### src/rtl/downstream_drain_pkg.sv
// Shared types for the downstream cancelled-order drain.
// drain_state_t  : scan FSM states
// drain_out_type : one {client, value} transaction as seen on the output stream
package downstream_drain_pkg;

  localparam int DRAIN_DEPTH  = 1024;
  localparam int DRAIN_IDX_W  = 10;
  localparam int DRAIN_DATA_W = 128;
  localparam int DRAIN_CNT_W  = 16;

  typedef enum logic [2:0] {
    ST_IDLE,
    ST_READ,
    ST_SEND,
    ST_CLEAR,
    ST_DONE
  } drain_state_t;

  typedef struct packed {
    logic [DRAIN_IDX_W-1:0]  client;
    logic [DRAIN_DATA_W-1:0] value;
  } drain_out_type;

  // Saturating increment; the counter sticks at all-ones.
  function automatic logic [DRAIN_CNT_W-1:0] sat_inc(input logic [DRAIN_CNT_W-1:0] c);
    return (&c) ? c : c + 1'b1;
  endfunction

endpackage

### src/rtl/downstream_drain_if.sv
// Bus bundle between the drain, the accumulator RAM and the reporting stream.
// RAM side   : rd_index/rd_data (combinational read), dec_we/dec_index/dec_value
// Stream side: out_valid/out_ready handshake carrying out_client/out_value
// master = drain, slave = RAM model + downstream consumer.
interface downstream_drain_if #(
  parameter int IDX_W  = 10,
  parameter int DATA_W = 128
);
  logic [IDX_W-1:0]  rd_index;
  logic [DATA_W-1:0] rd_data;
  logic              dec_we;
  logic [IDX_W-1:0]  dec_index;
  logic [DATA_W-1:0] dec_value;
  logic              out_valid;
  logic              out_ready;
  logic [IDX_W-1:0]  out_client;
  logic [DATA_W-1:0] out_value;

  modport master (
    output rd_index, input rd_data,
    output dec_we, dec_index, dec_value,
    output out_valid, input out_ready, output out_client, out_value
  );

  modport slave (
    input rd_index, output rd_data,
    input dec_we, dec_index, dec_value,
    input out_valid, output out_ready, input out_client, out_value
  );
endinterface

### src/rtl/downstream_drain.sv
// Scans every accumulator entry after a start pulse and emits each non-zero
// total as a {client, value} transaction. After the consumer accepts one, the
// exact sent amount is subtracted from the RAM, so anything accumulated while
// the entry was in flight survives for the next scan.
// Ports: clk, rst (async, active-high), start (scan request), busy, done
// (one-cycle end pulse), sent_count (accepted transactions this/last scan),
// bus (RAM read/decrement ports and output stream).
module downstream_drain
  import downstream_drain_pkg::*;
#(
  parameter int DEPTH  = DRAIN_DEPTH,
  parameter int IDX_W  = $clog2(DEPTH),
  parameter int DATA_W = DRAIN_DATA_W
) (
  input  logic                   clk,
  input  logic                   rst,
  input  logic                   start,
  output logic                   busy,
  output logic                   done,
  output logic [DRAIN_CNT_W-1:0] sent_count,
  downstream_drain_if.master     bus
);

  localparam logic [IDX_W-1:0] LAST = IDX_W'(DEPTH - 1);

  drain_state_t      state, state_d;
  logic [IDX_W-1:0]  idx;
  logic [DATA_W-1:0] val_q;

  logic is_last, rd_zero, hs;
  assign is_last = (idx == LAST);
  assign rd_zero = (bus.rd_data == '0);
  assign hs      = (state == ST_SEND) && bus.out_ready;

  always_ff @(posedge clk or posedge rst) begin
    if (rst) begin
      state      <= ST_IDLE;
      idx        <= '0;
      val_q      <= '0;
      sent_count <= '0;
    end else begin
      state <= state_d;
      case (state)
        ST_IDLE: if (start) begin
          idx        <= '0;
          sent_count <= '0;
        end
        ST_READ: begin
          val_q <= bus.rd_data;
          if (rd_zero && !is_last) idx <= idx + 1'b1;
        end
        ST_SEND:  if (hs) sent_count <= sat_inc(sent_count);
        ST_CLEAR: if (!is_last) idx <= idx + 1'b1;
        default: ;
      endcase
    end
  end

  always_comb begin
    state_d = state;
    case (state)
      ST_IDLE:  if (start) state_d = ST_READ;
      ST_READ:  if (!rd_zero) state_d = ST_SEND;
                else if (is_last) state_d = ST_DONE;
      ST_SEND:  if (hs) state_d = ST_CLEAR;
      ST_CLEAR: state_d = is_last ? ST_DONE : ST_READ;
      ST_DONE:  state_d = ST_IDLE;
      default:  state_d = ST_IDLE;
    endcase
  end

  // Outputs are pure decodes of registered state/idx/val_q, so out_ready
  // never reaches out_valid combinationally and everything is 0 in reset.
  always_comb begin
    busy           = (state != ST_IDLE);
    done           = (state == ST_DONE);
    bus.rd_index   = (state == ST_READ)  ? idx   : '0;
    bus.out_valid  = (state == ST_SEND);
    bus.out_client = (state == ST_SEND)  ? idx   : '0;
    bus.out_value  = (state == ST_SEND)  ? val_q : '0;
    bus.dec_we     = (state == ST_CLEAR);
    bus.dec_index  = (state == ST_CLEAR) ? idx   : '0;
    bus.dec_value  = (state == ST_CLEAR) ? val_q : '0;
  end

endmodule

### src/flat_wrapper.sv
// flat-port wrapper written by rule: the top's interface ports become plain ports
module downstream_drain_flat import downstream_drain_pkg::*;
#(
  parameter int DEPTH  = DRAIN_DEPTH,
  parameter int IDX_W  = $clog2(DEPTH),
  parameter int DATA_W = DRAIN_DATA_W
)
  (clk, rst, start, busy, done, sent_count, bus_rd_index, bus_rd_data, bus_dec_we, bus_dec_index, bus_dec_value, bus_out_valid, bus_out_ready, bus_out_client, bus_out_value);
  downstream_drain_if #(.IDX_W(IDX_W), .DATA_W(DATA_W)) bus_i ();
  input  logic clk;
  input  logic rst;
  input  logic start;
  output logic busy;
  output logic done;
  output logic [DRAIN_CNT_W-1:0] sent_count;
  output wire logic [$bits(bus_i.rd_index)-1:0] bus_rd_index;
  input wire logic [$bits(bus_i.rd_data)-1:0] bus_rd_data;
  output wire logic [$bits(bus_i.dec_we)-1:0] bus_dec_we;
  output wire logic [$bits(bus_i.dec_index)-1:0] bus_dec_index;
  output wire logic [$bits(bus_i.dec_value)-1:0] bus_dec_value;
  output wire logic [$bits(bus_i.out_valid)-1:0] bus_out_valid;
  input wire logic [$bits(bus_i.out_ready)-1:0] bus_out_ready;
  output wire logic [$bits(bus_i.out_client)-1:0] bus_out_client;
  output wire logic [$bits(bus_i.out_value)-1:0] bus_out_value;
  assign bus_rd_index = bus_i.rd_index;
  assign bus_i.rd_data = bus_rd_data;
  assign bus_dec_we = bus_i.dec_we;
  assign bus_dec_index = bus_i.dec_index;
  assign bus_dec_value = bus_i.dec_value;
  assign bus_out_valid = bus_i.out_valid;
  assign bus_i.out_ready = bus_out_ready;
  assign bus_out_client = bus_i.out_client;
  assign bus_out_value = bus_i.out_value;
  downstream_drain #(.DEPTH(DEPTH), .IDX_W(IDX_W), .DATA_W(DATA_W)) u_core (.clk(clk), .rst(rst), .start(start), .busy(busy), .done(done), .sent_count(sent_count), .bus(bus_i));
endmodule
### config.mk
export PLATFORM = sky130hd
export DESIGN_NAME = downstream_drain_flat
export DESIGN_NICKNAME = d
export VERILOG_FILES = /design/src/rtl/downstream_drain_pkg.sv /design/src/rtl/downstream_drain_if.sv /design/src/rtl/downstream_drain.sv /design/src/flat_wrapper.sv
export SDC_FILE = /design/constraint.sdc
export NUM_CORES = 1
export LEC_CHECK = 0
export BUFFER_PORTS_ARGS = -buffer_cell sky130_fd_sc_hd__buf_4
export CAP_MARGIN = 20
export CORE_AREA = 2 2 169 171
export DETAILED_ROUTE_END_ITERATION = 8
export DIE_AREA = 0 0 171 173
export GPL_ROUTABILITY_DRIVEN = 0
export HOLD_SLACK_MARGIN = 0.02
export MAX_ROUTING_LAYER = met4
export PLACE_DENSITY_LB_ADDON = 0.12
export SLEW_MARGIN = 20
export SYNTH_ARGS = -nofsm -noshare
export SYNTH_HDL_FRONTEND = slang
export SYNTH_SLANG_ARGS = --single-unit
### constraint.sdc
create_clock -name clk -period 5.93 [get_ports clk]
set_input_delay 0.593 -clock clk [delete_from_list [all_inputs] [get_ports clk]]
set_output_delay 0.593 -clock clk [all_outputs]
set_load 0.03 [all_outputs]
==> results_dict.tcl <==
set metrics [dict create \
    portBuffers 437 \
    die_y_um 173 \
    dpl_cell_area_um2 12100 \
    area_growth_pct 47.8 \
    reg2reg_slack_ns 2.90 \
    synth_seq_cells 157 \
    regToRegStartpoint "u_core.state[2]$_DFFE_PP0P_" \
    clock_sinks 157 \
    avgViaCountPerCell 5.02 \
    final_nets 1358 \
    end_kind "primary output" \
    fin_crit_sh_pct 62.8 \
    synthFlopType "dfrtp_1" \
    grtUsageTotal_pct 20.8 \
    critical_path.endpoint "bus_dec_index[7]" \
    drtPass1Iterations 5 \
    cp-startpoint "u_core.state[0]$_DFFE_PP0P_" \
    hold_viol_final 0 \
    setup_viol 0 \
    ctsResizeCount 0 \
    grt.busiest_layer "met2" \
    drc_errors 0 \
    hp-class "input port to asynchronous set/reset pin" \
    min_period_ns 3.73 \
    hold_buffers 0 \
    cp_max_fo 94 \
    avgSynthCellArea_um2 10.2 \
    design_area_um2 12800 \
    met3_usage_pct 4.58 \
    ys_warn_count 0 \
    die_w_um 171 \
    vias 8107 \
    grt-ovfl-total 0 \
    met1_usage_pct 25.7 \
    fillers 2703 \
    coreArea_um2 27600 \
    numCtsBuffers 17 \
    cts_tree "built" \
    use_met2_pct 34.5 \
    critical_path_required_ns 5.34 \
    ant_nets 0 \
    drv_cap 0 \
    ys_types 42 \
    clkTransAtPathRegs_ns 0.07 \
    cts_max_path_buffers 2 \
    synthArstFlopShare_pct 100 \
    status "finished, final reports clean" \
    fin_util_pct 46.2 \
    drt_iter0_drc 501 \
    maxSlewHeadroom_pct 32.6 \
    syn_nets 977 \
    reg2regPathDepth 4 \
    worst_skew_pair.late_latency_ns 0.42 \
    wire_per_inst_um 19.5 \
    synth_area_um2 8640 \
    antenna_found_initial 2 \
    synthCells 843 \
    worstSetupPathType "flip-flop to primary output" \
    totalWireLength_um 31500 \
    grt_start_max_net_pins 161 \
    worst_r2r_endpoint "u_core.val_q[50]$_DFFE_PP0N_" \
    clock_skew_ns 0.0108 \
    grt_pass1_wl_um 45900 \
    post-dp-hpwl_um 23000 \
    yosysSeqAreaShare_pct 45.5 \
    num_io_pins 438 \
    worstMarginPinSlew_ns 1.01 \
    synth_edf_count 0 \
    powerDensity_nw_per_um2 595 \
    max_freq_mhz 268 \
    dieArea_um2 29600 \
    start_kind "flip-flop" \
    initial_core_util_pct 31.3 \
    peakVddDrop_mv 0.307 \
    rows 61 \
    arrival_ns 3.13 \
    grt_setup_unrepaired "false" \
    fin_tns_setup_ns 0 \
    leakage_nw 6.88 \
    drive_gt1_share_pct 49.8 \
    cts_root_buffer "clkbuf_16" \
    grt_pass1_vias 7706 \
    drv_slew 0 \
    cts_max_level 4 \
    cts_setup_buffers 0 \
]
## worst max-delay path: stages (launching register included)
cell     delay (ns)
dfrtp_1        0.54
nor2b_4        0.89
buf_4          0.74
and3_1         0.28
buf_4          0.17
## cell usage in the layout (no fill, tap or decap), types with 4 or more instances in the layout
cell type   instances
inv_1              10
nand4_1            12
nand2_1            18
xnor2_1             9
nand3_1             9
dfrtp_1           156
nor3_1             14
nor2_1             21
nand2b_1            4
clkbuf_16          17
and3_1            281
o21ai_0            10
o31ai_1             7
nor4_1             30
buf_4             445
clkinvlp_4          4
a21oi_1             6
inv_6               4
or3_1               4
mux2_2            128
## sequential cells by signal, indices dropped and copies added (netlist names)
| name | cells |
|---|---|
| u_core.val_q | 128 |
| u_core.sent_count | 16 |
| u_core.idx | 10 |
| u_core.state | 3 |
## how the worst min path moves through the flow
stage / end / slack, ns / cells past startpoint
3_3_place_gp: u_core.val_q[101]$_DFFE_PP0N_ / 0.50 / 1
6_report: u_core.val_q[100]$_DFFE_PP0N_ / 0.13 / 2
4_1_cts: u_core.val_q[100]$_DFFE_PP0N_ / 0.13 / 2
2_1_floorplan: u_core.val_q[118]$_DFFE_PP0N_ / 0.49 / 1
3_5_place_dp: u_core.val_q[87]$_DFFE_PP0N_ / 0.51 / 1
5_1_grt: u_core.val_q[100]$_DFFE_PP0N_ / 0.13 / 2
## synthesized netlist by cell type (all sizes together), types with 9 or more instances
| cell type | instances | area [um2] |
|---|---|---|
| and3 | 281 | 1760 |
| inv | 11 | 41.3 |
| clkbuf | 67 | 251 |
| o21ai | 11 | 55.1 |
| nand4 | 12 | 75.1 |
| buf | 17 | 87.6 |
| mux2 | 128 | 1440 |
| xnor2 | 9 | 78.8 |
| nand3 | 9 | 45.0 |
| dfrtp | 157 | 3930 |
| nor4 | 34 | 246 |
| nand2 | 18 | 67.6 |
| nor3 | 14 | 70.1 |
| nor2 | 23 | 86.3 |
## through the flow
step / instances / worst slack (ns) / total power [mW] / hold WS [ns]
2_1_floorplan: 843 / 1.10 / 4.89 / 0.486
5_1_grt: 1614 / 2.00 / 8.01 / 0.134
6_report: 1614 / 2.20 / 7.60 / 0.135
3_5_place_dp: 1582 / 2.67 / 6.49 / 0.506
4_1_cts: 1612 / 2.21 / 7.64 / 0.128
3_3_place_gp: 1582 / 2.64 / 6.46 / 0.500
## power by group
part | internal, mW | total (mW) | switching [mW] | leakage (nW)
Combinational | 1.79 | 4.42 | 2.62 | 4.71
Clock | 0.664 | 1.13 | 0.468 | 0.275
Sequential | 1.57 | 2.05 | 0.481 | 1.90
Total | 4.02 | 7.60 | 3.57 | 6.88
## final cells by class
class | instances | area (um2) | area share (%)
antenna | 1 | 2.50 | 0.0196
multi-input combinational | 591 | 4350 | 34.1
timing repair buffer | 446 | 3370 | 26.4
clock inverter | 12 | 164 | 1.28
inverter | 11 | 46.3 | 0.363
tap | 378 | 473 | 3.70
clock buffer | 18 | 429 | 3.36
sequential | 157 | 3930 | 30.8
## kinds of logic (layout without fill, tap and decap cells)
family | after synthesis | count (layout) | share of synthesized area [%]
and+or+nand+nor | 411 | 411 | 28.8
DFF | 157 | 157 | 45.5
muxes | 131 | 131 | 17.0
buffers and inverters | 95 | 487 | 4.40
AOI/OAI and AO/OA | 36 | 36 | 2.82
xor gates and xnor gates | 11 | 11 | 1.12
adders and majority gates | 2 | 2 | 0.290
other | 0 | 1 | 0
## layer usage
| metal | part of all wire [%] | wire [um] |
|---|---|---|
| met5 | 0 | 0 |
| met3 | 5.8 | 1830 |
| met1 | 42 | 13300 |
| met2 | 50 | 15900 |
| met4 | 1.5 | 474 |
(Power assumes the default switching activity.)
